==> src/rtl/generador_tlp_if.sv <==
// Bus between the TLP traffic generator and its controller: burst launch,
// per-FIFO write ports with almost_full backpressure, and the counter read port.
interface generador_tlp_if #(
    parameter int DATA_WIDTH = 10,
    parameter int CNT_WIDTH  = 5
) ();
    // Handshakes: start and request are single-cycle strobes sampled on the rising
    // edge; almost_full acts as an inverted ready, checked the cycle before wr rises;
    // wr and count_valid are registered qualifiers for data_out and count.
    logic                  start;
    logic [1:0]            chan;
    logic [CNT_WIDTH-1:0]  len;
    logic [DATA_WIDTH-3:0] seed;
    logic                  almost_full0;
    logic                  almost_full1;
    logic                  almost_full2;
    logic                  almost_full3;
    logic                  wr0;
    logic                  wr1;
    logic                  wr2;
    logic                  wr3;
    logic [DATA_WIDTH-1:0] data_out0;
    logic [DATA_WIDTH-1:0] data_out1;
    logic [DATA_WIDTH-1:0] data_out2;
    logic [DATA_WIDTH-1:0] data_out3;
    logic                  busy;
    logic                  done;
    logic                  request;
    logic [1:0]            idx;
    logic [CNT_WIDTH-1:0]  count;
    logic                  count_valid;

    modport master (
        output start, chan, len, seed,
        output almost_full0, almost_full1, almost_full2, almost_full3,
        output request, idx,
        input  wr0, wr1, wr2, wr3,
        input  data_out0, data_out1, data_out2, data_out3,
        input  busy, done, count, count_valid
    );

    modport slave (
        input  start, chan, len, seed,
        input  almost_full0, almost_full1, almost_full2, almost_full3,
        input  request, idx,
        output wr0, wr1, wr2, wr3,
        output data_out0, data_out1, data_out2, data_out3,
        output busy, done, count, count_valid
    );
endinterface

==> src/rtl/generador_tlp.sv <==
// Burst word generator feeding four input FIFOs, with per-channel saturating
// write counters readable through a request/idx strobe.
module generador_tlp #(
    parameter int DATA_WIDTH = 10,
    parameter int CNT_WIDTH  = 5
) (
    input  logic              clk,
    input  logic              rst_n,
    generador_tlp_if.slave    bus,
    output logic [1:0]        o_state
);
    localparam int PW = DATA_WIDTH - 2;
    localparam logic [PW-1:0]        PAY_ONE = PW'(1);
    localparam logic [CNT_WIDTH-1:0] CNT_ONE = CNT_WIDTH'(1);
    localparam logic [CNT_WIDTH-1:0] CNT_MAX = '1;

    typedef enum logic [1:0] {
        ST_IDLE = 2'd0,
        ST_SEND = 2'd1,
        ST_DONE = 2'd2
    } state_t;

    state_t                          r_state;
    logic [1:0]                      r_chan;
    logic [CNT_WIDTH-1:0]            r_rem;
    logic [PW-1:0]                   r_payload;
    logic [1:0]                      r_dest;
    logic [3:0]                      r_wr;
    logic [3:0][DATA_WIDTH-1:0]      r_data;
    logic                            r_busy;
    logic                            r_done;
    logic [3:0][CNT_WIDTH-1:0]       r_cnt;
    logic [CNT_WIDTH-1:0]            r_count;
    logic                            r_count_valid;

    state_t                          w_state_n;
    logic [1:0]                      w_chan_n;
    logic [CNT_WIDTH-1:0]            w_rem_n;
    logic [PW-1:0]                   w_payload_n;
    logic [1:0]                      w_dest_n;
    logic [3:0]                      w_wr_n;
    logic [3:0][DATA_WIDTH-1:0]      w_data_n;
    logic [3:0]                      w_af;
    logic                            w_af_sel;

    assign w_af     = {bus.almost_full3, bus.almost_full2, bus.almost_full1, bus.almost_full0};
    assign w_af_sel = w_af[r_chan];

    always_comb begin
        w_state_n   = r_state;
        w_chan_n    = r_chan;
        w_rem_n     = r_rem;
        w_payload_n = r_payload;
        w_dest_n    = r_dest;
        w_wr_n      = '0;
        w_data_n    = r_data;
        case (r_state)
            ST_IDLE: begin
                if (bus.start) begin
                    w_chan_n    = bus.chan;
                    w_rem_n     = bus.len;
                    w_payload_n = bus.seed;
                    w_dest_n    = 2'd0;
                    w_state_n   = (bus.len == '0) ? ST_DONE : ST_SEND;
                end
            end
            ST_SEND: begin
                // A stall leaves every register untouched so the word is retried.
                if (!w_af_sel) begin
                    w_wr_n[r_chan]   = 1'b1;
                    w_data_n[r_chan] = {r_dest, r_payload};
                    w_payload_n      = r_payload + PAY_ONE;
                    w_dest_n         = r_dest + 2'd1;
                    w_rem_n          = r_rem - CNT_ONE;
                    if (r_rem <= CNT_ONE) begin
                        w_state_n = ST_DONE;
                    end
                end
            end
            ST_DONE: begin
                w_state_n = ST_IDLE;
            end
            default: begin
                w_state_n = ST_IDLE;
            end
        endcase
    end

    always_ff @(posedge clk or negedge rst_n) begin
        if (!rst_n) begin
            r_state   <= ST_IDLE;
            r_chan    <= '0;
            r_rem     <= '0;
            r_payload <= '0;
            r_dest    <= '0;
            r_wr      <= '0;
            r_data    <= '0;
            r_busy    <= 1'b0;
            r_done    <= 1'b0;
        end else begin
            r_state   <= w_state_n;
            r_chan    <= w_chan_n;
            r_rem     <= w_rem_n;
            r_payload <= w_payload_n;
            r_dest    <= w_dest_n;
            r_wr      <= w_wr_n;
            r_data    <= w_data_n;
            r_busy    <= (w_state_n == ST_SEND);
            r_done    <= (w_state_n == ST_DONE);
        end
    end

    // Counters follow the registered strobes, so a same-cycle read sees the old value.
    always_ff @(posedge clk or negedge rst_n) begin
        if (!rst_n) begin
            r_cnt         <= '0;
            r_count       <= '0;
            r_count_valid <= 1'b0;
        end else begin
            for (int c = 0; c < 4; c++) begin
                if (r_wr[c] && (r_cnt[c] != CNT_MAX)) begin
                    r_cnt[c] <= r_cnt[c] + CNT_ONE;
                end
            end
            r_count_valid <= bus.request;
            if (bus.request) begin
                r_count <= r_cnt[bus.idx];
            end
        end
    end

    assign bus.wr0         = r_wr[0];
    assign bus.wr1         = r_wr[1];
    assign bus.wr2         = r_wr[2];
    assign bus.wr3         = r_wr[3];
    assign bus.data_out0   = r_data[0];
    assign bus.data_out1   = r_data[1];
    assign bus.data_out2   = r_data[2];
    assign bus.data_out3   = r_data[3];
    assign bus.busy        = r_busy;
    assign bus.done        = r_done;
    assign bus.count       = r_count;
    assign bus.count_valid = r_count_valid;
    assign o_state         = r_state;

endmodule
==> src/flat_wrapper.sv <==
// flat-port wrapper written by rule: the top's interface ports become plain ports
module generador_tlp_flat 
#(
    parameter int DATA_WIDTH = 10,
    parameter int CNT_WIDTH  = 5
)
  (clk, rst_n, o_state, bus_start, bus_chan, bus_len, bus_seed, bus_almost_full0, bus_almost_full1, bus_almost_full2, bus_almost_full3, bus_request, bus_idx, bus_wr0, bus_wr1, bus_wr2, bus_wr3, bus_data_out0, bus_data_out1, bus_data_out2, bus_data_out3, bus_busy, bus_done, bus_count, bus_count_valid);
  generador_tlp_if #(.DATA_WIDTH(DATA_WIDTH), .CNT_WIDTH(CNT_WIDTH)) bus_i ();
  input  logic clk;
  input  logic rst_n;
  output logic [1:0] o_state;
  input wire logic [$bits(bus_i.start)-1:0] bus_start;
  input wire logic [$bits(bus_i.chan)-1:0] bus_chan;
  input wire logic [$bits(bus_i.len)-1:0] bus_len;
  input wire logic [$bits(bus_i.seed)-1:0] bus_seed;
  input wire logic [$bits(bus_i.almost_full0)-1:0] bus_almost_full0;
  input wire logic [$bits(bus_i.almost_full1)-1:0] bus_almost_full1;
  input wire logic [$bits(bus_i.almost_full2)-1:0] bus_almost_full2;
  input wire logic [$bits(bus_i.almost_full3)-1:0] bus_almost_full3;
  input wire logic [$bits(bus_i.request)-1:0] bus_request;
  input wire logic [$bits(bus_i.idx)-1:0] bus_idx;
  output wire logic [$bits(bus_i.wr0)-1:0] bus_wr0;
  output wire logic [$bits(bus_i.wr1)-1:0] bus_wr1;
  output wire logic [$bits(bus_i.wr2)-1:0] bus_wr2;
  output wire logic [$bits(bus_i.wr3)-1:0] bus_wr3;
  output wire logic [$bits(bus_i.data_out0)-1:0] bus_data_out0;
  output wire logic [$bits(bus_i.data_out1)-1:0] bus_data_out1;
  output wire logic [$bits(bus_i.data_out2)-1:0] bus_data_out2;
  output wire logic [$bits(bus_i.data_out3)-1:0] bus_data_out3;
  output wire logic [$bits(bus_i.busy)-1:0] bus_busy;
  output wire logic [$bits(bus_i.done)-1:0] bus_done;
  output wire logic [$bits(bus_i.count)-1:0] bus_count;
  output wire logic [$bits(bus_i.count_valid)-1:0] bus_count_valid;
  assign bus_i.start = bus_start;
  assign bus_i.chan = bus_chan;
  assign bus_i.len = bus_len;
  assign bus_i.seed = bus_seed;
  assign bus_i.almost_full0 = bus_almost_full0;
  assign bus_i.almost_full1 = bus_almost_full1;
  assign bus_i.almost_full2 = bus_almost_full2;
  assign bus_i.almost_full3 = bus_almost_full3;
  assign bus_i.request = bus_request;
  assign bus_i.idx = bus_idx;
  assign bus_wr0 = bus_i.wr0;
  assign bus_wr1 = bus_i.wr1;
  assign bus_wr2 = bus_i.wr2;
  assign bus_wr3 = bus_i.wr3;
  assign bus_data_out0 = bus_i.data_out0;
  assign bus_data_out1 = bus_i.data_out1;
  assign bus_data_out2 = bus_i.data_out2;
  assign bus_data_out3 = bus_i.data_out3;
  assign bus_busy = bus_i.busy;
  assign bus_done = bus_i.done;
  assign bus_count = bus_i.count;
  assign bus_count_valid = bus_i.count_valid;
  generador_tlp #(.DATA_WIDTH(DATA_WIDTH), .CNT_WIDTH(CNT_WIDTH)) u_core (.clk(clk), .rst_n(rst_n), .bus(bus_i), .o_state(o_state));
endmodule
==> config.mk <==
export PLATFORM = sky130hd
export DESIGN_NAME = generador_tlp_flat
export DESIGN_NICKNAME = d
export VERILOG_FILES = /design/src/rtl/generador_tlp_if.sv /design/src/rtl/generador_tlp.sv /design/src/flat_wrapper.sv
export SDC_FILE = /design/constraint.sdc
export NUM_CORES = 1
export LEC_CHECK = 0
export ABC_CLOCK_PERIOD_IN_PS = 2700
export CORE_MARGIN = 2
export CORE_UTILIZATION = 40
export CTS_BUF_LIST = sky130_fd_sc_hd__clkbuf_4 sky130_fd_sc_hd__clkbuf_8
export DETAILED_ROUTE_END_ITERATION = 10
export PLACE_DENSITY = 0.65
export SLEW_MARGIN = 15
export SYNTH_ARGS = -nofsm -noshare
export SYNTH_HDL_FRONTEND = slang
export SYNTH_SLANG_ARGS = --single-unit
==> constraint.sdc <==
create_clock -name clk -period 2.7 [get_ports clk]
set_input_delay 0.27 -clock clk [delete_from_list [all_inputs] [get_ports clk]]
set_output_delay 0.27 -clock clk [all_outputs]
set_load 0.02 [all_outputs]
### Word-level counts from Yosys, hierarchy flattened

Index checks and enable logic that the tools add are counted.
W data, S select, Z words.

| word-level totals | value |
|---|---|
| flip-flop bits (word level) | 91 |
| input port bits | 25 |
| output and inout bits | 54 |
| word-level logic and storage cells | 75 |

| operators by class | value |
|---|---|
| add/subtract/negate cells | 7 |
| $lt $le $gt $ge | 4 |
| equal/unequal tests | 9 |
| multiplexer cells | 25 |
| bitwise gates (word level) | 1 |
| reduce and logical (&&, ||, !) cells | 11 |

Operators by type and width:

| operator | number |
|---|---|
| $bwmux W40 | 1 |
| $add A5 B1 Y5 const B | 4 |
| $demux W10 S2 | 1 |
| $ne A5 B5 Y1 const B | 4 |
| $mux W8 | 2 |
| $pmux W8 S2 | 1 |
| $mux W5 | 3 |
| $mux W2 | 6 |
| $bmux W5 S2 | 1 |
| $mux W10 | 1 |
| $pmux W5 S2 | 1 |
| $add A8 B1 Y8 const B | 1 |
| $mux W4 | 2 |
| $pmux W2 S2 | 2 |
| $lt A2 B3 Y1 const B | 2 |
| $le A5 B1 Y1 const B | 1 |
| $logic_and A1 B1 Y1 | 5 |
| $logic_not A5 Y1 | 1 |
| $sub A5 B1 Y5 const B | 1 |
| $eq A2 B1 Y1 const B | 2 |
| $ne A2 B2 Y1 const B | 2 |
| $reduce_and A2 Y1 | 2 |
| $reduce_and A3 Y1 | 1 |
| $add A2 B1 Y2 const B | 1 |
| other kinds (8) | 9 |

### Logic depth before layout (Yosys ltp)

Gate-level depths: netlist of run 1.

| depth | value |
|---|---|
| depth in word-level cells | 6 |
| mapped depth | 6 |
| mapped depth without buffers | 6 |

### Worst setup path after synthesis of run 1

OpenSTA, ideal clock, no wires.

| timing | value |
|---|---|
| kind | register to register |
| start point | reg u_core.r_state[1], in the netlist u_core.o_state[1] |
| end point | reg u_core.r_data (netlist bit u_core.bus.data_out0[5]) |
| setup time | 0.125 ns |
| data arrival time | 1.832 ns |
| required time | 2.575 ns |
| slack | 0.743 ns |
| stages on the path, launching flop included | 6 |
| buffers on the path | 2 |
| period minus slack after synthesis | 1.957 ns |
| cells stage by stage | dfrtp_1 -> nand2b_1 -> or4_2 -> clkbuf_1 -> buf_2 -> mux2_2 |

| between the ends | value |
|---|---|
| word-level cells in the longest chain between the ends | 2 |

RTL lines:

| what | RTL line | RTL |
|---|---|---|
| from (decl) | generador_tlp.sv:23 | `state_t r_state;` |
| from (signal assigned) | generador_tlp.sv:101 | `r_state <= w_state_n;` |
| $eq A2 B1 Y1 | generador_tlp.sv:57 | `case (r_state)` |
| $reduce_and A2 Y1 (no line) | -- |  |
| to (signal assigned) | generador_tlp.sv:107 | `r_data <= w_data_n;` |
| to (decl) | generador_tlp.sv:29 | `logic [3:0][DATA_WIDTH-1:0] r_data;` |

Every way passes these cells.
A chain may end at the register's enable or synchronous reset.

### Worst setup path in the final report of run 1

| timing | value |
|---|---|
| start point | reg u_core.r_chan[0] |
| end point | reg u_core.r_payload[3] |

| between the ends | value |
|---|---|
| word-level cells in the longest chain between the ends | 4 |

RTL lines:

| what | RTL line | RTL |
|---|---|---|
| from (decl) | generador_tlp.sv:24 | `logic [1:0] r_chan;` |
| from (signal assigned) | generador_tlp.sv:102 | `r_chan <= w_chan_n;` |
| $bmux W1 S2 | generador_tlp.sv:47 | `assign w_af_sel = w_af[r_chan];` |
| $mux W1 (not written as such) | generador_tlp.sv:47 |  |
| $ne A2 B2 Y1 (no line) | -- |  |
| $reduce_and A3 Y1 (no line) | -- |  |
| to (signal assigned) | generador_tlp.sv:104 | `r_payload <= w_payload_n;` |
| to (decl) | generador_tlp.sv:26 | `logic [PW-1:0] r_payload;` |

Every way passes these cells. The select of a mux whose other input is x is not followed.

==> results.sh, run 1 <==
export IMPL_outcome="finished clean"
export IMPL_insertion_delay_ns=0.35
export IMPL_report_final_slew_viol_count=0
export IMPL_port_buffers=78
export IMPL_fill_cells=874
export IMPL_clockBufferDepth=2
export IMPL_ff2ff_setup_slack_ns=0.69
export IMPL_hold_start="bus_chan[0]"
export IMPL_holdPathStages=3
export IMPL_synth_top_area_cell="dfrtp_1"
export IMPL_fp_coreArea_sq_um=9640
export IMPL_finalHoldViolations=0
export IMPL_grt_pass1_wl_microns=13800
export IMPL_dp_hpwl_microns=6240
export IMPL_syn_area_sq_um=3920
export IMPL_cpMaxStageDelayCell="mux4_2"
export IMPL_synth_cells=306
export IMPL_die_w_microns=103
export IMPL_max_stage_delay_ns=0.60
export IMPL_grt_max_degree=55
export IMPL_track_usage_pct=17.3
export IMPL_setup_viol=0
export IMPL_ant_nets=0
export IMPL_cts_resized=0
export IMPL_drt_wl_total_microns=8530
export IMPL_fin_ws_ns=0.693
export IMPL_antennaDiodeCount=0
export IMPL_h_tree_depth=3
export IMPL_cts_buffers=9
export IMPL_antenna_found_initial=0
export IMPL_grt_pass1_vias=2689
export IMPL_avgSynthCellArea_sq_um=12.8
export IMPL_tns_ns=0
export IMPL_peakVddDrop_mv=0.552
export IMPL_cts_sinks=91
export IMPL_cts_setup_buffers=0
export IMPL_wl_per_cell_microns=16.0
export IMPL_rows=36
export IMPL_fp_dieArea_sq_um=10600
export IMPL_total_power_uw=6200
export IMPL_min_period_over_period_pct=74.3
export IMPL_initial_core_util_pct=40.6
export IMPL_path_clk_slew_ns=0.09
export IMPL_rsz0062_at_grt="false"
export IMPL_whs_ns=0.445
export IMPL_dp_slack_ns=0.444
export IMPL_critPathLaunchType="flop"
export IMPL_die_y_microns=103
export IMPL_hold_path_end="u_core.r_chan[0]$_DFFE_PN0P_"
export IMPL_vias=2685
export IMPL_timing_rr_end="u_core.r_payload[3]$_DFFE_PN0P_"
export IMPL_power_leakage_uw=0.00223
export IMPL_ctsHoldBuffers=1
export IMPL_ys_seq_elements=91
export IMPL_tightest_slew_ns=0.725
export IMPL_gp_congestion=0.844
export IMPL_ff2ff_path_depth=4
export IMPL_yosysWarningCount=0
export IMPL_r2r_start="u_core.r_chan[0]$_DFFE_PN0P_"
export IMPL_cts_tree="built"
export IMPL_vias_per_cell=5.05
export IMPL_fmax_mhz=498
export IMPL_root_buffer="clkbuf_8"
export IMPL_ys_seq_area_share_pct=58.1
export IMPL_fin_crit_ns=2.01
export IMPL_yosysUniqueCellTypes=35
export IMPL_hold_path_class="in -> reg"
export IMPL_num_nets_final=430
export IMPL_ys_top_cells_by_area="dfrtp_1, mux2_2, ha_1"
export IMPL_synth_top_area_share_pct=58.1
export IMPL_crit_arrival_ns=2.29
export IMPL_drc=0
export IMPL_power_density_nw_per_um2=1210
export IMPL_fin_skew_ns=0.00638
export IMPL_grt_overflow_total=0
export IMPL_drtPass1Iterations=4
export IMPL_cp_required_ns=2.98
export IMPL_syn_nets=342
export IMPL_drt_iter0_drc=100
export IMPL_slew_headroom_pct=51.7
export IMPL_path_cells="mux4_2, or2_1, or3_1, a31oi_1"
export IMPL_num_io_pins=79
export IMPL_end_kind="flop"
export IMPL_path_max_fanout=10
export IMPL_critPathKind="reg -> reg"
export IMPL_drive_gt1_share_pct=20.3
export IMPL_drv_cap=0
export IMPL_area_delta_synth_final_pct=30.4
[logic make-up after synthesis]
logic type / share of synthesized area [%]
AO/OA/AOI/OAI: 5.97
XOR/XNOR: 2.91
adder cells (fa/ha/maj): 3.51
buffers and inverters: 1.98
flip-flops: 58.1
multiplexers: 17.2
AND/OR/NAND/NOR: 10.3
[worst max-delay path by stage]
stage                                          end                          from  slack [ns]  cells past startpoint
2_1_floorplan  u_core.bus.data_out0[5]$_DFFE_PN0P_   u_core.o_state[1]$_DFF_PN0_        0.74                      5
3_3_place_gp       u_core.r_payload[3]$_DFFE_PN0P_              bus_almost_full3        0.46                      5
3_5_place_dp       u_core.r_payload[3]$_DFFE_PN0P_              bus_almost_full3        0.44                      5
4_1_cts            u_core.r_payload[3]$_DFFE_PN0P_  u_core.r_chan[0]$_DFFE_PN0P_        0.69                      4
5_1_grt            u_core.r_payload[3]$_DFFE_PN0P_  u_core.r_chan[0]$_DFFE_PN0P_        0.61                      4
6_report           u_core.r_payload[3]$_DFFE_PN0P_  u_core.r_chan[0]$_DFFE_PN0P_        0.69                      4
[sequential cells by signal (all words and copies together) (netlist names)]
name / count
u_core.r_cnt: 20
u_core.bus.data_out0: 10
u_core.bus.data_out1: 10
u_core.bus.data_out2: 10
u_core.bus.data_out3: 10
u_core.r_payload: 8
u_core.bus.count: 5
u_core.r_rem: 5
u_core.r_wr: 4
u_core.o_state: 2
u_core.r_chan: 2
u_core.r_dest: 2
u_core.bus.busy: 1
u_core.bus.count_valid: 1
u_core.bus.done: 1
[layout by cell type (no fill, tap or decap), types with 2 or more instances in the layout]
cell and instances:
clkinv_2 4, nand3_1 4, ha_1 11, or4_1 2
nand2_1 30, and3_1 4, nor2_1 15, buf_4 7
o21ai_0 15, or3_1 5, dfrtp_1 91, nor2b_1 5
nor3_1 4, mux4_2 6, a31oi_1 2, nand4_1 5
a21oi_1 7, xor2_1 4, xnor2_1 9, bufinv_16 2
clkdlybuf4s50_1 77, clkbuf_8 9, inv_1 9, a32oi_1 6
mux2_2 48, o32ai_1 3
[report_power, final]
| part | internal (uW) | switching [uW] |
|---|---|---|
| Clock | 526 | 464 |
| Sequential | 1960 | 520 |
| Combinational | 1390 | 1330 |
| Total | 3880 | 2310 |
[cells in the mapped netlist]
cell       n
or2_1      1
o21ai_0   15
or4_2      1
buf_2      2
clkbuf_1   6
a21oi_1    7
inv_1      9
or3b_2     1
nand2b_1   1
o32ai_1    3
mux2_2    48
o21a_1     1
or3_1      5
dfrtp_1   91
a32oi_1    6
a211oi_1   1
xor2_1     4
nand4_1    5
and3_1     4
nor2b_1    5
nor3b_1    2
ha_1      11
a31oi_1    2
a221o_1    1
nand3_1    4
nor3_1     4
mux4_2     6
xnor2_1    9
a22oi_1    1
or4_1      2
buf_6      1
nor2_1    15
nand3b_1   1
nor4_1     1
nand2_1   30
[per-layer routing]
| layer | GRT usage, % | vias up | routed length [microns] |
|---|---|---|---|
| met5 | 0 | - | 0 |
| met4 | 6.38 | 0 | 114 |
| met3 | 4.00 | 8 | 360 |
| met2 | 28.6 | 67 | 4280 |
| met1 | 22.5 | 1346 | 3770 |
| li1 | - | 1264 | - |
[critical path, delay by kind of cell (launching register included)]
family | cells | cell delay [ns]
flip-flops | 1 | 0.43
multiplexers | 1 | 0.60
AND/OR/NAND/NOR | 2 | 0.75
AO/OA/AOI/OAI | 1 | 0.16
[metrics by stage]
stage	utilization, %	instances	cell area, sq um
after floorplan	-	306	3920
after global placement	50.7	515	4890
after detailed placement	50.7	515	4890
after CTS	53.0	532	5110
after global routing	53.0	532	5110
final	53.0	532	5110
[cell type report]
type	count	area (sq um)	area share, %
clock buffer	10	131	2.57
tap	133	166	3.26
multi-input combinational	197	1570	30.7
clock inverter	6	80.1	1.57
timing repair buffer	86	853	16.7
sequential	91	2280	44.6
inverter	9	33.8	0.661
(Power assumes the default switching activity.)
==> run 2: changes to the inputs <==
ABC_CLOCK_PERIOD_IN_PS = 1900   (was 2700)
clock period = 1.9 ns   (was 2.7 ns; I/O delays follow)
==> run 2 against run 1 <==
Compared with the run above: global-route usage is 0.14 points lower; sequential power grew 41%; first-iteration DRC count increased by 7.0%; count of clock-buffer cells in the layout decreased by 1; design area grew 2.9%; worst setup slack got worse by 0.63 ns; final cell count is 3.8% higher; non-clock buffer count grew 21; routed wire length increased by 0.69%; clock skew is 0.0051 ns higher.
==> results.sh, run 2 (synthesis gave the netlist of run 1 again) <==
export IMPL_peakVddDrop_mv=0.689
export IMPL_end_kind="flop"
export IMPL_drt_iter0_drc=107
export IMPL_cp_required_ns=2.18
export IMPL_power_density_nw_per_um2=1690
export IMPL_fin_skew_ns=0.0115
export IMPL_critPathKind="reg -> reg"
export IMPL_fp_dieArea_sq_um=10600
export IMPL_cts_buffers=9
export IMPL_final_common_cell="dfrtp_1"
export IMPL_clockBufferDepth=2
export IMPL_num_io_pins=79
export IMPL_grt_pass1_wl_microns=13900
export IMPL_fp_coreArea_sq_um=9640
export IMPL_p_seq_share_pct=39.4
export IMPL_vias_per_cell=5.04
export IMPL_slew_headroom_pct=73.0
export IMPL_whs_ns=0.324
export IMPL_setup_viol=0
export IMPL_crit_arrival_ns=2.11
export IMPL_ant_nets=0
export IMPL_fin_crit_ns=1.83
export IMPL_intPower_uw=5500
export IMPL_dp_hpwl_microns=6390
export IMPL_vias=2783
export IMPL_h_tree_depth=3
export IMPL_p_clk_share_pct=13.1
export IMPL_die_y_microns=103
export IMPL_hold_path_class="in -> async"
export IMPL_drt_wl_total_microns=8590
export IMPL_largest_reg_flops=20
export IMPL_dp_cells=535
export IMPL_cts_sinks=91
export IMPL_path_max_fanout=6
export IMPL_comb_power_share_pct=47.5
export IMPL_area_delta_synth_final_pct=34.2
export IMPL_rsz0062_at_grt="false"
export IMPL_report_final_slew_viol_count=0
export IMPL_fmax_mhz=545
export IMPL_drtPass1Iterations=4
export IMPL_drv_cap=0
export IMPL_path_clk_slew_ns=0.09
export IMPL_critPathLaunchType="flop"
export IMPL_rows=36
export IMPL_track_usage_pct=17.2
export IMPL_initial_core_util_pct=40.6
export IMPL_regArea_sq_um=2280
export IMPL_grt_max_degree=40
export IMPL_root_buffer="clkbuf_8"
export IMPL_min_period_over_period_pct=96.5
export IMPL_fill_cells=873
export IMPL_cts_tree="built"
export IMPL_finalHoldViolations=0
export IMPL_tightest_slew_ns=0.405
export IMPL_final_cells=552
export IMPL_layout_common_cells="dfrtp_1, clkdlybuf4s50_1, mux2_2, nand2_1, buf_4"
export IMPL_multi_input_area_sq_um=1590
export IMPL_antennaDiodeCount=0
export IMPL_power_leakage_uw=0.00231
export IMPL_drc=0
export IMPL_gp_congestion=0.794
export IMPL_outcome="finished clean"
export IMPL_die_w_microns=103
export IMPL_wl_per_cell_microns=15.6
export IMPL_num_nets_final=451
export IMPL_largest_register="u_core.r_cnt"
export IMPL_insertion_delay_ns=0.35
export IMPL_grt_pass1_vias=2727
export IMPL_grt_overflow_total=0
export IMPL_antenna_found_initial=0
export IMPL_drive_gt1_share_pct=25.3
export IMPL_swShare_pct=38.1
export IMPL_switchingPower_uw=3380
export IMPL_port_buffers=78
run 2: power by group through the flow:
stage	logic, uW	clock network [uW]	registers, uW
2_1_floorplan	1780	0	3980
3_3_place_gp	4110	0	3520
3_5_place_dp	4210	0	3550
4_1_cts	4230	1200	3520
5_1_grt	4590	1260	3630
6_report	4220	1160	3500
run 2: critical path: stages (launching register included):
cell,delay (ns)
dfrtp_1,0.39
mux4_2,0.59
or2_4,0.31
or3_1,0.35
a31oi_1,0.14
run 2: layout make-up:
cell class	count	area share, %
clock buffers	9	2.36
clock inverters	6	0.809
inverters	9	0.643
multi-input cells	197	30.2
flip-flops and latches	91	43.3
well taps	133	3.17
repair buffers	107	19.5
run 2: final timing paths:
kind	start	slack, ns	cells past startpoint	endpoint
max	u_core.r_chan[0]$_DFFE_PN0P_	0.07	4	u_core.r_payload[3]$_DFFE_PN0P_
max in group asynchronous	rst_n	0.90	3	u_core.o_state[1]$_DFF_PN0_
min in group clk	bus_chan[0]	0.36	3	u_core.r_chan[0]$_DFFE_PN0P_
min	rst_n	0.32	2	u_core.bus.data_out2[2]$_DFFE_PN0P_
min reg2reg	u_core.bus.data_out0[2]$_DFFE_PN0P_	0.49	2	u_core.bus.data_out0[2]$_DFFE_PN0P_
max reg2reg	u_core.r_chan[0]$_DFFE_PN0P_	0.07	4	u_core.r_payload[3]$_DFFE_PN0P_
run 2: repair_timing:
action | 4_1_cts | 5_1_grt
hold buffers | 1 | 0
buffers inserted | 0 | 1
resized for setup | 1 | 2
pin swaps | 0 | 2
endpoints found under the hold margin | 28 | 0
endpoints found under the setup margin | 1 | 1
run 2: through the flow:
step	TNS [ns]	power [uW]	util [%]	instance area (sq um)	worst slack [ns]
floorplan	0	5750	-	3930	0.0234
CTS	0	8950	54.4	5240	0.0362
detailed placement	-1.11	7760	52.5	5060	-0.223
global placement	-0.680	7640	52.5	5060	-0.171
global route	0	9490	54.5	5260	0.00178
finish	0	8880	54.5	5260	0.0667
run 2: per-layer routing:
| metal | vias up | GRT usage (%) | wire, microns |
|---|---|---|---|
| met4 | 0 | 5.47 | 162 |
| met3 | 10 | 4.07 | 371 |
| li1 | 1316 | - | - |
| met5 | - | 0 | 0 |
| met2 | 61 | 28.6 | 4350 |
| met1 | 1396 | 22.4 | 3710 |
==> run 3: changes to the inputs <==
CAP_MARGIN = 20   (was not set)
==> results of run 3 <==
No change in the layout: final DEF, timing and power equal those of run 2.
